$ cat src/rtl/pe_pkg.sv
// -----------------------------------------------------------------------------
// pe_pkg
// Shared definitions for the weight-stationary processing element.
//   - pe_widths_ok : elaboration-time width legality check (ACC_W >= 2*DATA_W)
//   - pe_max_fn / pe_min_fn : saturation bounds of an ACC_W-bit sum
//   - sat_fn : clamps a wide sum into the ACC_W range and flags overflow
// Sums are carried in a fixed wide signed container (PE_WIDE_W+1 bits) so the
// helpers work for any legal ACC_W without a parameterised package.
// -----------------------------------------------------------------------------
package pe_pkg;

    localparam int PE_WIDE_W = 64;

    typedef logic signed [PE_WIDE_W:0] pe_wide_t;

    typedef struct packed {
        logic [PE_WIDE_W-1:0] val;
        logic                 ovf;
    } pe_sat_t;

    // Legal widths: product fits in the accumulator, accumulator fits in the
    // wide container with room for the extra carry bit.
    function automatic bit pe_widths_ok(input int data_w, input int acc_w);
        return (data_w > 0) && (acc_w >= 2 * data_w) && (acc_w < PE_WIDE_W);
    endfunction

    // Largest representable ACC_W value.
    function automatic pe_wide_t pe_max_fn(input int acc_w, input bit is_signed);
        pe_wide_t one;
        one = pe_wide_t'(1);
        if (is_signed) begin
            return (one <<< (acc_w - 1)) - one;
        end
        return (one <<< acc_w) - one;
    endfunction

    // Smallest representable ACC_W value.
    function automatic pe_wide_t pe_min_fn(input int acc_w, input bit is_signed);
        pe_wide_t one;
        one = pe_wide_t'(1);
        if (is_signed) begin
            return -(one <<< (acc_w - 1));
        end
        return '0;
    endfunction

    // Clamp sum into the ACC_W range; ovf reports that clamping was needed.
    function automatic pe_sat_t sat_fn(input pe_wide_t sum, input int acc_w,
                                       input bit is_signed);
        pe_sat_t  res;
        pe_wide_t hi;
        pe_wide_t lo;
        hi      = pe_max_fn(acc_w, is_signed);
        lo      = pe_min_fn(acc_w, is_signed);
        res.val = sum[PE_WIDE_W-1:0];
        res.ovf = 1'b0;
        if (sum > hi) begin
            res.val = hi[PE_WIDE_W-1:0];
            res.ovf = 1'b1;
        end else if (sum < lo) begin
            res.val = lo[PE_WIDE_W-1:0];
            res.ovf = 1'b1;
        end
        return res;
    endfunction

endpackage

$ cat src/rtl/pe_ws_mac_sat.sv
// -----------------------------------------------------------------------------
// pe_mac_sat
// Combinational extend / multiply / add / saturate stage of the PE.
// Ports:
//   a_i       DATA_W  activation
//   w_i       DATA_W  active weight
//   acc_i     ACC_W   incoming partial sum
//   acc_vld_i 1       partial sum valid (0 = add nothing)
//   result_o  ACC_W   wrapped or saturated sum
//   ovf_o     1       ACC_W+1-bit sum fell outside the ACC_W range
// -----------------------------------------------------------------------------
module pe_mac_sat
    import pe_pkg::*;
#(
    parameter int DATA_W = 8,
    parameter int ACC_W  = 16,
    parameter int SIGNED = 0,
    parameter int SAT    = 0
) (
    input  logic [DATA_W-1:0] a_i,
    input  logic [DATA_W-1:0] w_i,
    input  logic [ACC_W-1:0]  acc_i,
    input  logic              acc_vld_i,
    output logic [ACC_W-1:0]  result_o,
    output logic              ovf_o
);

    localparam int XW = ACC_W + 1;

    logic [XW-1:0] a_x;
    logic [XW-1:0] w_x;
    logic [XW-1:0] acc_x;
    logic [XW-1:0] prod;
    logic [XW-1:0] sum;
    logic          sum_sgn;
    pe_wide_t      sum_w;
    pe_sat_t       sat;

    always_comb begin
        a_x   = {{(XW-DATA_W){(SIGNED != 0) & a_i[DATA_W-1]}}, a_i};
        w_x   = {{(XW-DATA_W){(SIGNED != 0) & w_i[DATA_W-1]}}, w_i};
        acc_x = {(SIGNED != 0) & acc_i[ACC_W-1], acc_i};
        // Both operands are extended to ACC_W+1 bits, so the truncated product
        // is exact: the full product always fits since ACC_W >= 2*DATA_W.
        prod  = a_x * w_x;
        sum   = prod + (acc_vld_i ? acc_x : '0);
        // The ACC_W+1-bit sum cannot overflow itself; interpret it per SIGNED.
        sum_sgn = (SIGNED != 0) & sum[ACC_W];
        sum_w   = pe_wide_t'({{(PE_WIDE_W-ACC_W){sum_sgn}}, sum});
        sat     = sat_fn(sum_w, ACC_W, SIGNED != 0);
        result_o = (SAT != 0) ? sat.val[ACC_W-1:0] : sum[ACC_W-1:0];
        ovf_o    = sat.ovf;
    end

endmodule

$ cat src/rtl/pe_ws.sv
// -----------------------------------------------------------------------------
// pe_ws
// Weight-stationary systolic processing element with a double-buffered weight
// (shadow loaded through a daisy chain, active used for compute).
// Ports:
//   clk, rst                     clock, async active-high reset
//   en                           global advance; 0 holds every register
//   left_i/left_vld_i            activation in  -> right_o/right_vld_o
//   up_i/up_vld_i                partial sum in -> down_o/down_vld_o
//   w_i/w_vld_i -> w_o/w_vld_o   weight shift chain (w_o = previous shadow)
//   w_swap_i -> w_swap_o         shadow->active swap, forwarded one row/cycle
//   clr_ovf_i, ovf_o             sticky overflow flag and its clear
// -----------------------------------------------------------------------------
module pe_ws
    import pe_pkg::*;
#(
    parameter int DATA_W = 8,
    parameter int ACC_W  = 16,
    parameter int SIGNED = 0,
    parameter int SAT    = 0
) (
    input  logic              clk,
    input  logic              rst,
    input  logic              en,
    input  logic [DATA_W-1:0] left_i,
    input  logic              left_vld_i,
    input  logic [ACC_W-1:0]  up_i,
    input  logic              up_vld_i,
    output logic [DATA_W-1:0] right_o,
    output logic              right_vld_o,
    output logic [ACC_W-1:0]  down_o,
    output logic              down_vld_o,
    input  logic [DATA_W-1:0] w_i,
    input  logic              w_vld_i,
    output logic [DATA_W-1:0] w_o,
    output logic              w_vld_o,
    input  logic              w_swap_i,
    output logic              w_swap_o,
    input  logic              clr_ovf_i,
    output logic              ovf_o
);

    if (!pe_widths_ok(DATA_W, ACC_W)) begin : g_bad_widths
        $error("pe_ws: illegal widths, need ACC_W >= 2*DATA_W and ACC_W < %0d",
               PE_WIDE_W);
    end

    logic [DATA_W-1:0] right_q,  right_d;
    logic              rvld_q,   rvld_d;
    logic [ACC_W-1:0]  down_q,   down_d;
    logic              dvld_q,   dvld_d;
    logic [DATA_W-1:0] wout_q,   wout_d;
    logic              wvld_q,   wvld_d;
    logic              swap_q,   swap_d;
    logic              ovf_q,    ovf_d;
    logic [DATA_W-1:0] shadow_q, shadow_d;
    logic [DATA_W-1:0] active_q, active_d;

    logic [ACC_W-1:0]  mac_result;
    logic              mac_ovf;

    // Compute always sees the registered active weight, so a swap in the
    // same cycle only takes effect on the following compute.
    pe_mac_sat #(
        .DATA_W (DATA_W),
        .ACC_W  (ACC_W),
        .SIGNED (SIGNED),
        .SAT    (SAT)
    ) u_mac (
        .a_i       (left_i),
        .w_i       (active_q),
        .acc_i     (up_i),
        .acc_vld_i (up_vld_i),
        .result_o  (mac_result),
        .ovf_o     (mac_ovf)
    );

    always_comb begin
        right_d  = right_q;
        rvld_d   = left_vld_i;
        down_d   = down_q;
        dvld_d   = left_vld_i;
        wout_d   = wout_q;
        wvld_d   = w_vld_i;
        swap_d   = w_swap_i;
        ovf_d    = ovf_q;
        shadow_d = shadow_q;
        active_d = active_q;

        if (left_vld_i) begin
            right_d = left_i;
            down_d  = mac_result;
        end

        // Set has priority over clear.
        if (left_vld_i && mac_ovf) begin
            ovf_d = 1'b1;
        end else if (clr_ovf_i) begin
            ovf_d = 1'b0;
        end

        if (w_vld_i) begin
            wout_d   = shadow_q;
            shadow_d = w_i;
        end

        // Uses the pre-shift shadow when a shift happens in the same cycle.
        if (w_swap_i) begin
            active_d = shadow_q;
        end
    end

    always_ff @(posedge clk or posedge rst) begin
        if (rst) begin
            right_q  <= '0;
            rvld_q   <= 1'b0;
            down_q   <= '0;
            dvld_q   <= 1'b0;
            wout_q   <= '0;
            wvld_q   <= 1'b0;
            swap_q   <= 1'b0;
            ovf_q    <= 1'b0;
            shadow_q <= '0;
            active_q <= '0;
        end else if (en) begin
            right_q  <= right_d;
            rvld_q   <= rvld_d;
            down_q   <= down_d;
            dvld_q   <= dvld_d;
            wout_q   <= wout_d;
            wvld_q   <= wvld_d;
            swap_q   <= swap_d;
            ovf_q    <= ovf_d;
            shadow_q <= shadow_d;
            active_q <= active_d;
        end
    end

    assign right_o     = right_q;
    assign right_vld_o = rvld_q;
    assign down_o      = down_q;
    assign down_vld_o  = dvld_q;
    assign w_o         = wout_q;
    assign w_vld_o     = wvld_q;
    assign w_swap_o    = swap_q;
    assign ovf_o       = ovf_q;

endmodule

$ cat config.mk
export PLATFORM = sky130hd
export DESIGN_NAME = pe_ws
export DESIGN_NICKNAME = d
export VERILOG_FILES = /design/src/rtl/pe_pkg.sv /design/src/rtl/pe_ws_mac_sat.sv /design/src/rtl/pe_ws.sv
export SDC_FILE = /design/constraint.sdc
export NUM_CORES = 1
export LEC_CHECK = 0
export BUFFER_PORTS_ARGS = -buffer_cell sky130_fd_sc_hd__buf_2
export CORE_MARGIN = 1
export CORE_UTILIZATION = 50
export CTS_BUF_LIST = sky130_fd_sc_hd__clkbuf_8
export CTS_CLUSTER_DIAMETER = 100
export DETAILED_ROUTE_END_ITERATION = 8
export PLACE_DENSITY = 0.79
export SYNTH_ARGS = -nofsm -noshare
export SYNTH_HDL_FRONTEND = slang
export SYNTH_SLANG_ARGS = --single-unit
$ cat constraint.sdc
create_clock -name clk -period 4.7 [get_ports clk]
set_input_delay 0.235 -clock clk [delete_from_list [all_inputs] [get_ports clk]]
set_output_delay 0.235 -clock clk [all_outputs]
set_load 0.005 [all_outputs]
# ---- Word-level counts from Yosys, hierarchy flattened
# Index checks and enable logic that the tools add are counted.
dict set report totals {
  inputBits 40
  output_inout_bits 37
  register_bits 52
  word_cells 24
}
dict set report classes {
  addsub 1
  multipliers 1
  mux 5
  order_cmp 2
  reduce_logical 6
}
# operator count
set ops {}
lappend ops {{16-bit by 16-bit adder with 17-bit output} 1}
lappend ops {{17-bit by 16-bit > comparator with 1-bit output, second input constant} 1}
lappend ops {{17-bit by 1-bit < comparator with 1-bit output, second input constant} 1}
lappend ops {{8-bit by 8-bit multiplier with 16-bit output} 1}
lappend ops {{16-bit 2-to-1 mux} 1}
lappend ops {{2-bit AND reduction} 4}
lappend ops {{1-bit 2-to-1 mux} 4}
lappend ops {{2-bit nonzero test} 1}
lappend ops {{1-bit logical AND} 1}

# ---- Depth between registers and ports, before layout
# Gate-level depths: netlist of the first run.
dict set report depth {
  ltp_word 8
  ltp_mapped 16
}

# ---- Hierarchy
# A second synthesis of the first run with hierarchy kept.
dict set report hier_totals {
  hier_cells 422
  area_unflattened_um2 4687.0
}
# module area_each_um2 seq_area_each_um2 cells_per_inst n_inst
set by_module_without_submodules {}
lappend by_module_without_submodules {pe_mac_sat 2615.0 0.0 305 1}
lappend by_module_without_submodules {pe_ws 2072.0 1301.2 117 1}

# ---- Worst setup path after synthesis of the first run
# Ideal clock, no wire load.
dict set report synth_path {
  path_kind {reg-to-reg}
  startpoint {register active_q[1]}
  endpoint {register down_q[14] (netlist: down_o[14])}
  stages_incl_launch_ff 16
  t_arrival_ps 4134
  setup_slack_ps 442
  path_buffers 1
  period_less_slack_ps 4258
  t_required_ps 4576
  path_cell_list {dfrtp_1 > clkbuf_1 > nand2_1 > fa_1 > inv_1 > fa_1 > fa_1 > inv_1 > fa_1 > inv_1 > ha_1 > a21o_1 > a31oi_2 > a211oi_2 > or2_1 > a211o_2}
}
dict set report synth_via {
  elab_chain_cells 2
}
# element line_no
set synth_lines {}
lappend synth_lines {{start: declaration} pe_ws.sv:57} ;# logic [DATA_W-1:0] active_q, active_d;
lappend synth_lines {{start signal: assignment} pe_ws.sv:135} ;# active_q <= active_d;
lappend synth_lines {{8-bit by 8-bit multiplier with 16-bit output} pe_ws_mac_sat.sv:45} ;# prod = a_x * w_x;
lappend synth_lines {{16-bit by 16-bit adder with 17-bit output} pe_ws_mac_sat.sv:46} ;# sum = prod + (acc_vld_i ? acc_x : '0);
lappend synth_lines {{end signal: assignment} pe_ws.sv:128} ;# down_q <= down_d;
lappend synth_lines {{end: declaration} pe_ws.sv:50} ;# logic [ACC_W-1:0] down_q, down_d;
# Every way passes these cells.
# A chain may end at the register's enable or synchronous reset.

# ---- Worst setup path after layout of the first run
dict set report layout_path {
  startpoint {register active_q[0]}
  endpoint {register down_q[12] (netlist: down_o[12])}
}
# The elaborated chain is that of the path after synthesis.

==> results_dict.tcl, run 1 <==
set metrics [dict create \
    status "completed" \
    drtIter0Drc 171 \
    cts.sinks 52 \
    cap_violations 0 \
    grt_pass1_wl_mm 17.7 \
    die_area_um2 9520 \
    post-route-drc-count 0 \
    std_cell_rows 34 \
    seq_power_share 0.183 \
    rrSetupSlack_ns 0.18 \
    synthMuxAreaShare 0.0616 \
    drt_pass1_iterations 4 \
    finalCriticalPeriod_ns 4.52 \
    final_nets 679 \
    ys_ff_latch 52 \
    place_hpwl_mm 8.22 \
    numCtsBuffers 5 \
    diodes 0 \
    required_ns 4.89 \
    synth_compound_area_frac 0.0698 \
    swShare 0.499 \
    synth-xor-area-share 0.00958 \
    clkTransAtPathRegs_ns 0.10 \
    mostFrequentLayoutCell "nand2_1" \
    crit_path_end_kind "flop" \
    coreArea_um2 8760 \
    h-tree-depth 2 \
    power.total_mw 3.72 \
    antenna_found_initial 0 \
    netlist_area_um2 4570 \
    cts_tree "built" \
    first_global_vias 3687 \
    rsz0062_at_grt "no" \
    leakagePower_nw 2.76 \
    grt_max_degree 53 \
    setup_viol_count_final 0 \
    holdWs_ns 0.154 \
    synth_top_family_by_area "adder cells" \
    antenna_left 0 \
    syn2layout_area_growth_pct 13.6 \
    dr_total_vias 3512 \
    finalSetupTns_ns 0 \
    layout_common_cells "nand2_1 (89), inv_1 (81), buf_2 (76), fa_1 (51), and2_1 (50)" \
    drive_above_1_share 0.222 \
    powerDensity_nw_per_um2 718 \
    initial_core_util 0.521 \
    pwr-share-comb 0.731 \
    utilization 0.592 \
    synth.distinct_cells 43 \
    avgRoutedWirePerCell_um 15.5 \
    synthSimpleGateAreaFrac 0.173 \
    pre_cts_slack_ns 0.181 \
    hp-class "input pin to flop" \
    tightestPinTransition_ns 1.11 \
    cts-root-buf "clkbuf_8" \
    dieHeight_um 97.6 \
    finalHoldViolCount 0 \
    cts_buffer_depth 2 \
    gp_congestion 0.860 \
    seq_area_frac_synth 0.285 \
    finalCritPeriodShare 0.962 \
    setup_ws_ns 0.180 \
    yosys_warnings 0 \
    vias_per_cell 5.31 \
    critPathArrivalTime_ns 4.71 \
    port_buffers 76 \
    fmax_ghz 0.221 \
    drv_slew 0 \
    ir_drop_v 0.000519 \
    intPower_mw 1.87 \
    cts_hold_buf 0 \
    start_kind "flop" \
    die_w_um 97.6 \
    finalWirelength_mm 10.3 \
    syn_inst 476 \
    critPathKind "flop to flop" \
    insertion_delay_ns 0.31 \
    skew_ns 0.00973 \
    pin_count 77 \
    synth_fp_nets 603 \
    grt_overflow 0 \
    p_switching_mw 1.86 \
    slew-limit-headroom 0.260 \
    cp_max_fo 9 \
    grtUsageTotal 0.232 \
    avgSynthCellArea_um2 9.60 \
    power_frac_clock 0.086 \
    synth_fa_ha_area_frac 0.322 \
]
==> cell families after synthesis <==
logic type | Yosys count
DFF | 52
adders and majority gates | 87
xor gates and xnor gates | 5
and+or+nand+nor | 166
muxes | 25
AOI/OAI and AO/OA | 47
buffers and inverters | 94
==> repair_timing <==
item,CTS,global route
setup buffers,0,1
endpoints found under the setup margin,0,3
resized for setup,0,4
==> per-stage QoR <==
stage / cells / instance area (µm²)
6_report: 661 / 5190
5_1_grt: 661 / 5190
4_1_cts: 660 / 5180
3_5_place_dp: 652 / 5060
3_3_place_gp: 652 / 5060
2_1_floorplan: 476 / 4570
==> registers in the layout (all words and copies together), names as in the netlist <==
signal      count
active_q        8
shadow_q        8
w_swap_o        1
down_o         16
w_vld_o         1
ovf_o           1
w_o             8
down_vld_o      1
right_o         8
==> synthesized netlist by cell type (all sizes together) <==
master	count	area share
nor4	1	0.0014
buf	5	0.0060
nand2b	1	0.0014
nor3	6	0.0066
ha	36	0.099
o31ai	1	0.0016
inv	81	0.067
a211o	1	0.0022
dfrtp	52	0.28
nand2	89	0.073
o21ai	16	0.018
o211ai	2	0.0033
nand4	3	0.0041
and3	2	0.0030
xnor2	2	0.0038
a21o	3	0.0049
and2	51	0.070
o311ai	1	0.0019
a311oi	1	0.0019
a21boi	1	0.0016
mux2	25	0.062
or2	1	0.0014
a221o	1	0.0022
a41oi	1	0.0019
a221oi	1	0.0033
o21a	2	0.0033
a2bb2oi	1	0.0019
xor2	3	0.0058
o2111ai	1	0.0019
nand3	5	0.0055
a31oi	3	0.0055
a211oi	3	0.0060
a21oi	8	0.0088
or3	2	0.0027
clkbuf	8	0.0066
nor2	5	0.0041
fa	51	0.22
==> path summary, 6_finish.rpt <==
check	from	end	cells after the start
min in group asynchronous	rst	w_o[2]	2
max in group asynchronous	rst	active_q[6]	2
setup / recovery	active_q[0]	down_o[12]	14
hold reg to reg	down_o[0]	down_o[0]	2
setup reg to reg	active_q[0]	down_o[12]	14
hold / removal	w_i[3]	shadow_q[3]	2
==> metal layers <==
metal | track usage | vias to the layer above | routed length, µm
met4 | 0.0758 | 0 | 266
met1 | 0.307 | 1751 | 4360
li1 | - | 1650 | -
met3 | 0.0281 | 19 | 426
met2 | 0.398 | 92 | 5220
met5 | 0 | - | 0
==> critical path: stages (launching register included) <==
cell and delay, ns:
dfrtp_1 0.57, nand2_1 0.13, fa_1 0.52, inv_1 0.05, fa_1 0.46, fa_1 0.49
inv_1 0.06, fa_1 0.54, inv_1 0.04, ha_1 0.37, a21o_1 0.22, a31oi_2 0.21
a211oi_2 0.14, or2_1 0.29, a221o_1 0.31
==> final cells by class <==
class                   count  area (µm²)
inverters                  81         304
clock buffers               5        68.8
multi-input cells         330        2910
flip-flops and latches     52        1310
well taps                 108         135
clock inverters             3        42.5
repair buffers             82         425
fillers                   755        3570
==> power groups by stage <==
stage	clock network, mW	logic (mW)	registers, mW
global route	0.339	3.11	0.699
CTS	0.322	2.71	0.680
floorplan	0	2.04	0.656
detailed placement	0	2.67	0.688
finish	0.321	2.72	0.682
global placement	0	2.60	0.683
Power figures use the tool's default switching activity.
==> inputs of run 2 (changes only) <==
Settings changed: CTS_BUF_LIST sky130_fd_sc_hd__clkbuf_8 to unset.
==> run 2 against run 1 <==
  * Routed wire length is essentially flat
  * Combinational power barely moved
  * Critical path depth unchanged
  * Flip-flop and latch count is the same
  * Total power barely moved
  * Design area did not move
  * Via count about the same
  * Sequential power hardly changed
  * Largest power group unchanged
  * Cell count is the same
  * Global-route usage did not move
  * Largest cell class unchanged
==> results_dict.tcl, run 2 (synthesis results as in run 1) <==
set metrics [dict create \
    status "completed" \
    post-route-drc-count 0 \
    avgRoutedWirePerCell_um 15.5 \
    power_frac_clock 0.087 \
    std_cell_rows 34 \
    crit_path_end_kind "flop" \
    cts_hold_buf 0 \
    cts.sinks 52 \
    place_hpwl_mm 8.22 \
    pin_count 77 \
    grt_overflow 0 \
    mostFrequentLayoutCell "nand2_1" \
    hp-class "input pin to flop" \
    diodes 0 \
    antenna_left 0 \
    ir_drop_v 0.000518 \
    critPathArrivalTime_ns 4.69 \
    grt_max_degree 53 \
    gp_congestion 0.860 \
    dr_total_vias 3513 \
    cts-root-buf "clkbuf_8" \
    drt_pass1_iterations 5 \
    port_buffers 76 \
    drv_slew 0 \
    critPathKind "flop to flop" \
    cts_buffer_depth 2 \
    drive_above_1_share 0.222 \
    finalSetupTns_ns 0 \
    stdcell_count 661 \
    leakagePower_nw 2.75 \
    regArea_um2 1310 \
    multi_input_area_um2 2910 \
    coreArea_um2 8760 \
    cts_tree "built" \
    final_nets 679 \
    h-tree-depth 2 \
    die_area_um2 9520 \
    numCtsBuffers 5 \
    insertion_delay_ns 0.31 \
    first_global_vias 3687 \
    intPower_mw 1.87 \
    finalHoldViolCount 0 \
    tightestPinTransition_ns 1.11 \
    clkTransAtPathRegs_ns 0.10 \
    place_area_um2 5060 \
    finalWirelength_mm 10.3 \
    syn2layout_area_growth_pct 13.6 \
    fmax_ghz 0.222 \
    seq_power_share 0.183 \
    die_w_um 97.6 \
    dieHeight_um 97.6 \
    largest_reg_flops 16 \
    finalCritPeriodShare 0.957 \
    fillCellCount 755 \
    dp.cells 652 \
    p_switching_mw 1.85 \
    cp_max_fo 9 \
    initial_core_util 0.521 \
    powerDensity_nw_per_um2 717 \
    skew_ns 0.0101 \
    grtUsageTotal 0.232 \
    start_kind "flop" \
    finalCriticalPeriod_ns 4.50 \
    slew-limit-headroom 0.260 \
    swShare 0.498 \
    required_ns 4.89 \
    pwr-share-comb 0.730 \
    power.total_mw 3.72 \
    cap_violations 0 \
    layout_common_cells "nand2_1 (89), inv_1 (80), buf_2 (76), fa_1 (51), and2_1 (50)" \
    setup_viol_count_final 0 \
    vias_per_cell 5.31 \
    rsz0062_at_grt "no" \
    antenna_found_initial 0 \
    grt_pass1_wl_mm 17.7 \
    holdWs_ns 0.154 \
    design_area_um2 5190 \
    drtIter0Drc 174 \
]
[run 2: layout make-up]
cell class                 count  share of cell area
clock buffer                   6              0.0140
clock inverter                 2             0.00748
inverter                      81              0.0586
multi-input combinational    330               0.560
sequential                    52               0.252
tap                          108              0.0260
timing repair buffer          82              0.0820
[run 2: critical path: stages, from the launching register on]
cell and delay, ns:
dfrtp_1 0.56, nand2_1 0.13, fa_1 0.52, inv_1 0.05, fa_1 0.46, fa_1 0.49, inv_1 0.06, fa_1 0.54
inv_1 0.04, ha_1 0.37, a21o_1 0.22, a31oi_2 0.21, a211oi_2 0.14, or2_1 0.28, a221o_1 0.31
[run 2: path summary, 6_finish.rpt]
kind                             start           to  slack, ns  cells after the start
hold reg to reg              down_o[0]    down_o[0]       0.49                      2
min in group asynchronous          rst       w_o[2]       0.20                      2
setup / recovery           active_q[0]   down_o[12]       0.20                     14
max in group asynchronous          rst  active_q[6]       3.74                      2
hold / removal                  w_i[3]  shadow_q[3]       0.15                      2
setup reg to reg           active_q[0]   down_o[12]       0.20                     14
[run 2: repair_timing]
item                       4_1_cts  5_1_grt
hold endpoints to repair         0        0
resized for setup                0        4
buffers inserted                 0        1
setup endpoints to repair        0        3
[run 2: per-stage QoR]
| step | setup slack [ns] | util |
|---|---|---|
| 3_3_place_gp | 0.292 | 0.578 |
| 4_1_cts | 0.152 | 0.591 |
| 2_1_floorplan | 0.442 | - |
| 6_report | 0.201 | 0.592 |
| 5_1_grt | 0.00655 | 0.592 |
| 3_5_place_dp | 0.181 | 0.578 |
[run 2: metal layers]
metal | global-route usage | part of all wire | wire length (µm) | up-vias
li1 | - | - | - | 1651
met2 | 0.398 | 0.51 | 5210 | 88
met4 | 0.0758 | 0.026 | 266 | 0
met3 | 0.0281 | 0.035 | 360 | 19
met5 | 0 | 0 | 0 | -
met1 | 0.307 | 0.43 | 4440 | 1755
[run 2: power groups by stage]
stage | combinational (mW) | clock [mW] | sequential, mW
2_1_floorplan | 2.04 | 0 | 0.656
3_3_place_gp | 2.60 | 0 | 0.683
3_5_place_dp | 2.67 | 0 | 0.688
4_1_cts | 2.71 | 0.324 | 0.680
5_1_grt | 3.11 | 0.341 | 0.699
6_report | 2.72 | 0.323 | 0.681
